===== src/rtl/sm_fifo_pkg.sv =====
// Shared types and sizing for the FIFO read-stream block and its skid buffer.
package sm_fifo_pkg;

  typedef enum logic [0:0] {
    ST_RUN   = 1'b0,
    ST_FLUSH = 1'b1
  } rd_state_t;

  localparam int unsigned SKID_DEPTH = 2;
  localparam int unsigned OCC_W      = $clog2(SKID_DEPTH + 1);

  // Occupancy after one cycle of push/pop; push+pop leaves it unchanged.
  function automatic logic [OCC_W-1:0] occ_next(input logic [OCC_W-1:0] occ,
                                                 input logic push,
                                                 input logic pop);
    logic [OCC_W-1:0] res;
    res = occ;
    if (push && !pop) res = occ + OCC_W'(1);
    if (!push && pop) res = occ - OCC_W'(1);
    return res;
  endfunction

endpackage


===== src/rtl/sm_skid_buf2.sv =====
// Two-entry skid buffer: head entry drives the stream output, second entry absorbs
// the word popped while the consumer stalls.
module sm_skid_buf2
  import sm_fifo_pkg::*;
#(
  parameter int unsigned DW = 32
) (
  input  logic             clk,
  input  logic             rstn,
  input  logic             clear,
  input  logic             push,
  input  logic             pop,
  input  logic [DW-1:0]    din,
  output logic [OCC_W-1:0] occ,
  output logic             valid,
  output logic [DW-1:0]    head
);

  logic [DW-1:0]    e1;
  logic [OCC_W-1:0] occ_nxt;

  always_comb begin
    occ_nxt = clear ? '0 : occ_next(occ, push, pop);
  end

  always_ff @(posedge clk) begin
    if (!rstn) begin
      occ   <= '0;
      valid <= 1'b0;
      head  <= '0;
      e1    <= '0;
    end else begin
      occ   <= occ_nxt;
      valid <= (occ_nxt != '0);
      // Data entries are left as-is on clear; valid gates them.
      if (!clear) begin
        if (push && !pop) begin
          if (occ == '0) head <= din;
          else           e1   <= din;
        end else if (!push && pop) begin
          head <= e1;
        end else if (push && pop) begin
          if (occ == OCC_W'(1)) begin
            head <= din;
          end else begin
            head <= e1;
            e1   <= din;
          end
        end
      end
    end
  end

endmodule


===== src/rtl/sm_fifo_rd_stream.sv =====
// Drains a show-ahead synchronous FIFO into a registered valid/ready stream,
// with a flush mode that discards buffered words and empties the FIFO.
module sm_fifo_rd_stream
  import sm_fifo_pkg::*;
#(
  parameter int unsigned DW = 32,
  parameter int unsigned CW = 16
) (
  input  logic          clk,
  input  logic          rstn,
  input  logic          fifo_empty,
  input  logic [DW-1:0] fifo_data,
  output logic          fifo_rd_en,
  output logic          m_valid,
  input  logic          m_ready,
  output logic [DW-1:0] m_data,
  input  logic          flush,
  output logic          flush_busy,
  output logic          flush_done,
  output logic [CW-1:0] rd_count
);

  rd_state_t        state;
  rd_state_t        state_nxt;
  logic [OCC_W-1:0] occ;
  logic             push;
  logic             pop;
  logic             clear;
  logic             done_nxt;

  always_ff @(posedge clk) begin
    if (!rstn) state <= ST_RUN;
    else       state <= state_nxt;
  end

  // Pop decision uses registered occupancy only, so m_ready never reaches fifo_rd_en.
  always_comb begin
    state_nxt  = state;
    fifo_rd_en = 1'b0;
    push       = 1'b0;
    pop        = 1'b0;
    clear      = 1'b0;
    done_nxt   = 1'b0;
    if (rstn) begin
      unique case (state)
        ST_RUN: begin
          pop = m_valid && m_ready;
          if (flush) begin
            state_nxt = ST_FLUSH;
            clear     = 1'b1;
          end else begin
            fifo_rd_en = !fifo_empty && (occ < OCC_W'(SKID_DEPTH));
            push       = fifo_rd_en;
          end
        end
        ST_FLUSH: begin
          fifo_rd_en = !fifo_empty;
          if (fifo_empty) begin
            state_nxt = ST_RUN;
            done_nxt  = 1'b1;
          end
        end
        default: state_nxt = ST_RUN;
      endcase
    end
  end

  always_ff @(posedge clk) begin
    if (!rstn) begin
      flush_busy <= 1'b0;
      flush_done <= 1'b0;
      rd_count   <= '0;
    end else begin
      flush_busy <= (state_nxt == ST_FLUSH);
      flush_done <= done_nxt;
      if (pop) rd_count <= rd_count + CW'(1);
    end
  end

  sm_skid_buf2 #(
    .DW (DW)
  ) u_skid (
    .clk   (clk),
    .rstn  (rstn),
    .clear (clear),
    .push  (push),
    .pop   (pop),
    .din   (fifo_data),
    .occ   (occ),
    .valid (m_valid),
    .head  (m_data)
  );

endmodule


===== config.mk =====
export PLATFORM = sky130hd
export DESIGN_NAME = sm_fifo_rd_stream
export DESIGN_NICKNAME = d
export VERILOG_FILES = /design/src/rtl/sm_fifo_pkg.sv /design/src/rtl/sm_skid_buf2.sv /design/src/rtl/sm_fifo_rd_stream.sv
export SDC_FILE = /design/constraint.sdc
export NUM_CORES = 1
export LEC_CHECK = 0
export CAP_MARGIN = 20
export CORE_MARGIN = 5
export CORE_UTILIZATION = 46
export DETAILED_ROUTE_END_ITERATION = 10
export PLACE_DENSITY = 0.84
export SLEW_MARGIN = 20
export SYNTH_ARGS = -nofsm -noshare
export SYNTH_HDL_FRONTEND = slang
export SYNTH_HIERARCHICAL = 1
export SYNTH_SLANG_ARGS = --single-unit

===== constraint.sdc =====
create_clock -name clk -period 2.3 [get_ports clk]
set_input_delay 0.46 -clock clk [delete_from_list [all_inputs] [get_ports clk]]
set_output_delay 0.46 -clock clk [all_outputs]
set_load 0.05 [all_outputs]

**Word level (Yosys, flattened, before mapping)**

Cells that the tools add are included.

- Register bits after elaboration: 85
- Input port bits: 37
- Output and inout bits: 52
- Word-level logic and storage cells: 59

- Add/subtract/negate cells: 3
- Magnitude comparators: 1
- Equality and inequality tests: 5
- Mux-type cells: 26
- Bitwise gates (word level): 2
- Reduce and logical (&&, ||, !) cells: 15

Operators with widths:

| operator | number |
|---|---|
| $mux W32 | 10 |
| $add A16 B1 Y16 const B | 1 |
| $mux W1 | 11 |
| $mux W2 | 3 |
| $logic_and A1 B1 Y1 | 5 |
| $reduce_and A5 Y1 | 1 |
| $ne A2 B1 Y1 const B | 2 |
| $ne A2 B2 Y1 const B | 2 |
| $pmux W1 S2 | 2 |
| $reduce_bool A2 Y1 | 2 |
| $logic_not A1 Y1 | 3 |
| $reduce_and A3 Y1 | 1 |
| $reduce_bool A3 Y1 | 1 |
| $add A2 B1 Y2 const B | 1 |
| $eq A2 B1 Y1 const B | 1 |
| $logic_not A2 Y1 | 1 |
| $lt A2 B2 Y1 const B | 1 |
| $not A1 Y1 | 2 |
| $reduce_and A2 Y1 | 1 |
| $sub A2 B1 Y2 const B | 1 |

**Logic depth before layout (Yosys ltp)**

- Word-level depth: 10
- Mapped depth: 9
- Gate-level depth less buffers: 6

**Hierarchy**

The synthesis kept the hierarchy.

By module, submodules not included:

| module | instances | cells an instance | area an instance (um^2) | sequential area each (um^2) |
|---|---|---|---|---|
| sm_skid_buf2 | 1 | 351 | 2,855.2 | 1,341.3 |
| sm_fifo_rd_stream | 1 | 97 | 847.1 | 360.3 |

**Worst setup path before layout**

OpenSTA, ideal clock, no wires.

- Path type: register -> output
- Start: register flush_busy (netlist name)
- End: output port fifo_rd_en
- Arrival time: 1.866 ns
- Required time: 1.840 ns
- Slack: -0.026 ns
- Stages on the path, launching flop included: 3
- Buffers on the path: 0
- Path through: dfxtp_1 nor2_1 nor3_1

RTL lines:

| what | RTL line | text |
|---|---|---|
| end: declaration | sm_fifo_rd_stream.sv:13 | `output logic fifo_rd_en,` |

**Worst setup path after layout**

- Start: register flush_busy
- End: output port flush_busy

RTL lines:

| what | RTL line | text |
|---|---|---|
| start: declaration | sm_fifo_rd_stream.sv:18 | `output logic flush_busy,` |
| start signal: assignment | sm_fifo_rd_stream.sv:74 | `flush_busy <= (state_nxt == ST_FLUSH);` |

No word-level cell between the ends.

==> results.md <==
* Top FF cell, synth: sky130_fd_sc_hd__dfxtp_1
* Routed WL per cell at 13.8 um
* Post-DP HPWL at 6220 um
* End of the worst hold path: u_skid/e1[27]$_SDFFE_PN0P_
* Standard-cell row count at 32
* Drt first-iter violations at 121
* Type of the tightest min-delay check: register to register
* Diode insertion count for antenna repair at 0
* Maximum number of pins on one net before global-route repair at 64
* Crit Reg-Reg Startpoint: flush_busy$_SDFF_PN0_
* Cell Pwr Density at 625 nW/um^2
* Kind of critical path: register to output pin
* Worst Hold Path Cells at 2
* Count of TritonRoute iterations in the first routing pass at 4
* Weighted congestion at the end of routability-driven global placement at 0.762
* Ratio of routed vias to standard cells at 5.27
* Count of H-tree levels built during CTS at 3
* Crit-path max cell delay at 870 ps
* Number of I/O port buffers at 88
* Number of gates given a new drive strength after cts at 0
* Total cell area at the placement stage at 4760 um^2
* Chip Height at 99.7 um
* Total negative slack for setup checks at 0 ps
* Clock slew at the register clock pins of the worst setup and hold paths at 80 ps
* Worst path top cell family by delay: buffers and inverters
* Synthesized net count at 489
* Maximum resistive drop on vdd at 0.000348 V
* Post-synthesis instance area at 3700 um^2
* Initial Utilization at 47.7%
* R2r setup slk at 470 ps
* Clock buffer count from CTS at 9
* Peak Freq at 462 MHz
* Insertion delay of the later-clocked pin in the worst-skew pair at 340 ps
* Share of the cycle needed by the critical path after routing at 94.2%
* Type of origin of the critical path: register
* Outcome: complete, no violations
* Total number of vias at 3377
* Cells after synthesis at 448
* First-pass GRT wire length at 14800 um
* Clock root buffer: sky130_fd_sc_hd__clkbuf_8
* Arrival time at the worst endpoint at 1710 ps
* Layout cells sized above 1 at 8.72%
* Number of clock sinks seen by CTS at 85
* Number of buffers on the longest clock path at 2
* Die width at 99.7 um
* Syn avg cell area at 8.26 um^2
* Critical Path Slowest Stage Cell: sky130_fd_sc_hd__clkdlybuf4s50_1
* Measured slew at the worst slew-check pin at 561 ps
* Number of buffer and inverter stages on the critical path at 1
* Finished Cell Area at 4950 um^2
* Cell chain of the critical path: clkdlybuf4s50_1
* Setup-violating endpoint count in the final report at 0
* Max transition margin at 62.5%
* Unrepaired setup endpoints after global routing: false
* Total global routing track utilization at 18.1%
* Worst clock skew at 7.74 ps
* Slew Limit Fails at 0
* Peak fanout along the critical path at 7
* Worst hold-check slack at 458 ps
* Hold Vio Cnt, Final at 0
* Number of max-cap violations at 0
* R2R depth at 7
* Kind of end point of the critical path: output pin
* Residual overflow from global routing at 0
* Launch point of the worst hold path: u_skid/e1[27]$_SDFFE_PN0P_
* Clock period minus final worst setup slack at 2170 ps
* Vias in the first global route at 3220
* Antenna-violating nets left at 0
* Area Overhead vs Synth at 33.8%
* Total die area at 9940 um^2
* Flops & latches, synth at 85
* Leakage power figure at 1.71 nW
* Post-detailed-route DRC marker count at 0
* Post-CTS Repair Setup Buffers at 0
* Required time worst endpoint at 1840 ps
* Area of the core at 7770 um^2
* I/O Pins at 89
* Total Nets Final at 576
* Post-CTS Hold Fix Bufs at 0
* Post-synth EDFFs at 0
* Async set-reset flop share out of synthesis at 0%
* Initial antenna violation count at 0
* Overall routed net length at 8860 um
* Post-synth cell types at 46
* Synth Warn # at 6
* Sequential-to-total area share from yosys stat at 46.0%
* Critical register-to-register path endpoint: u_skid/head[25]$_SDFFE_PN0P_
* TritonCTS clock tree: done
* Power consumption at 3.10 mW
==> cells in the mapped netlist, types with 6 or more instances <==
master / instances / area, um^2
sky130_fd_sc_hd__clkbuf_1: 8 / 30.0
sky130_fd_sc_hd__a21oi_1: 7 / 35.0
sky130_fd_sc_hd__buf_4: 8 / 60.1
sky130_fd_sc_hd__a31oi_1: 32 / 200
sky130_fd_sc_hd__nor2_1: 14 / 52.6
sky130_fd_sc_hd__nor3_1: 6 / 30.0
sky130_fd_sc_hd__buf_2: 9 / 45.0
sky130_fd_sc_hd__a21boi_1: 32 / 240
sky130_fd_sc_hd__dfxtp_1: 85 / 1700
sky130_fd_sc_hd__o21ai_1: 32 / 160
sky130_fd_sc_hd__mux2i_1: 6 / 60.1
sky130_fd_sc_hd__nand3_1: 9 / 45.0
sky130_fd_sc_hd__inv_1: 8 / 30.0
sky130_fd_sc_hd__nand2_1: 134 / 503
==> kinds of logic after synthesis <==
group	synth area share (%)
AOI/OAI and AO/OA	20.3
xor gates and xnor gates	2.13
adders and majority gates	1.35
buffers and inverters	5.47
DFF	46.0
muxes	1.62
and+or+nand+nor	23.2
==> area by class of cell <==
type,instances,area [um^2]
Inverter,8,30.0
Clock buffer,9,124
Tap cell,102,128
Fill cell,648,2820
Timing Repair Buffer,105,1090
Clock inverter,6,71.3
Multi-Input combinational cell,326,1810
Sequential cell,85,1700
==> how the worst max path moves through the flow <==
stage / from / to / cells past startpoint
final: flush_busy$_SDFF_PN0_ / flush_busy / 1
after global routing: flush_busy$_SDFF_PN0_ / flush_busy / 1
after CTS: flush_busy$_SDFF_PN0_ / flush_busy / 1
after detailed placement: flush / u_skid/head[5]$_SDFFE_PN0P_ / 8
after global placement: flush / u_skid/head[4]$_SDFFE_PN0P_ / 8
after floorplan: rstn / u_skid/head[17]$_SDFFE_PN0P_ / 8
==> stage by stage <==
step / util, % / setup WS, ps / std cells
finish: 63.8 / 133 / 641
global route: 63.8 / 33.9 / 641
CTS: 63.8 / 118 / 641
detailed placement: 61.2 / -45.3 / 626
global placement: 61.2 / 38.8 / 626
floorplan: - / 184 / 448
==> state kept, by name, indices dropped and copies added (netlist names) <==
name / cells
u_skid/e1: 32
u_skid/head: 32
rd_count: 16
u_skid/occ: 2
flush_busy: 1
flush_done: 1
u_skid/valid: 1
==> cell usage in the layout, fill, tap and decap left out, types with 4 or more instances in the layout <==
cell type | netlist | layout
sky130_fd_sc_hd__a21boi_1 | 32 | 32
sky130_fd_sc_hd__a21oi_1 | 7 | 7
sky130_fd_sc_hd__a31oi_1 | 32 | 32
sky130_fd_sc_hd__buf_12 | 0 | 7
sky130_fd_sc_hd__buf_4 | 8 | 11
sky130_fd_sc_hd__clkbuf_8 | 0 | 9
sky130_fd_sc_hd__clkdlybuf4s50_1 | 0 | 86
sky130_fd_sc_hd__dfxtp_1 | 85 | 85
sky130_fd_sc_hd__ha_1 | 4 | 4
sky130_fd_sc_hd__inv_1 | 8 | 8
sky130_fd_sc_hd__mux2i_1 | 6 | 6
sky130_fd_sc_hd__nand2_1 | 134 | 134
sky130_fd_sc_hd__nand2b_1 | 5 | 5
sky130_fd_sc_hd__nand3_1 | 9 | 9
sky130_fd_sc_hd__nor2_1 | 14 | 14
sky130_fd_sc_hd__nor3_1 | 6 | 5
sky130_fd_sc_hd__o21ai_1 | 32 | 32
sky130_fd_sc_hd__xnor2_1 | 5 | 5
sky130_fd_sc_hd__xor2_1 | 4 | 4
==> power by group <==
group / switching (mW) / internal [mW] / leakage, nW / total, mW
combinational: 0.301 / 0.209 / 0.934 / 0.509
sequential: 0.0286 / 1.51 / 0.688 / 1.54
clock: 0.539 / 0.505 / 0.0923 / 1.04
==> per-layer routing <==
| layer | up-vias | global-route usage [%] | wire, um |
|---|---|---|---|
| li1 | 1698 | - | - |
| met1 | 1593 | 22.0 | 3860 |
| met2 | 79 | 30.3 | 4320 |
| met3 | 7 | 6.10 | 627 |
| met4 | 0 | 5.67 | 57 |
| met5 | - | 0 | 0 |
Power figures use the tool's default switching activity.
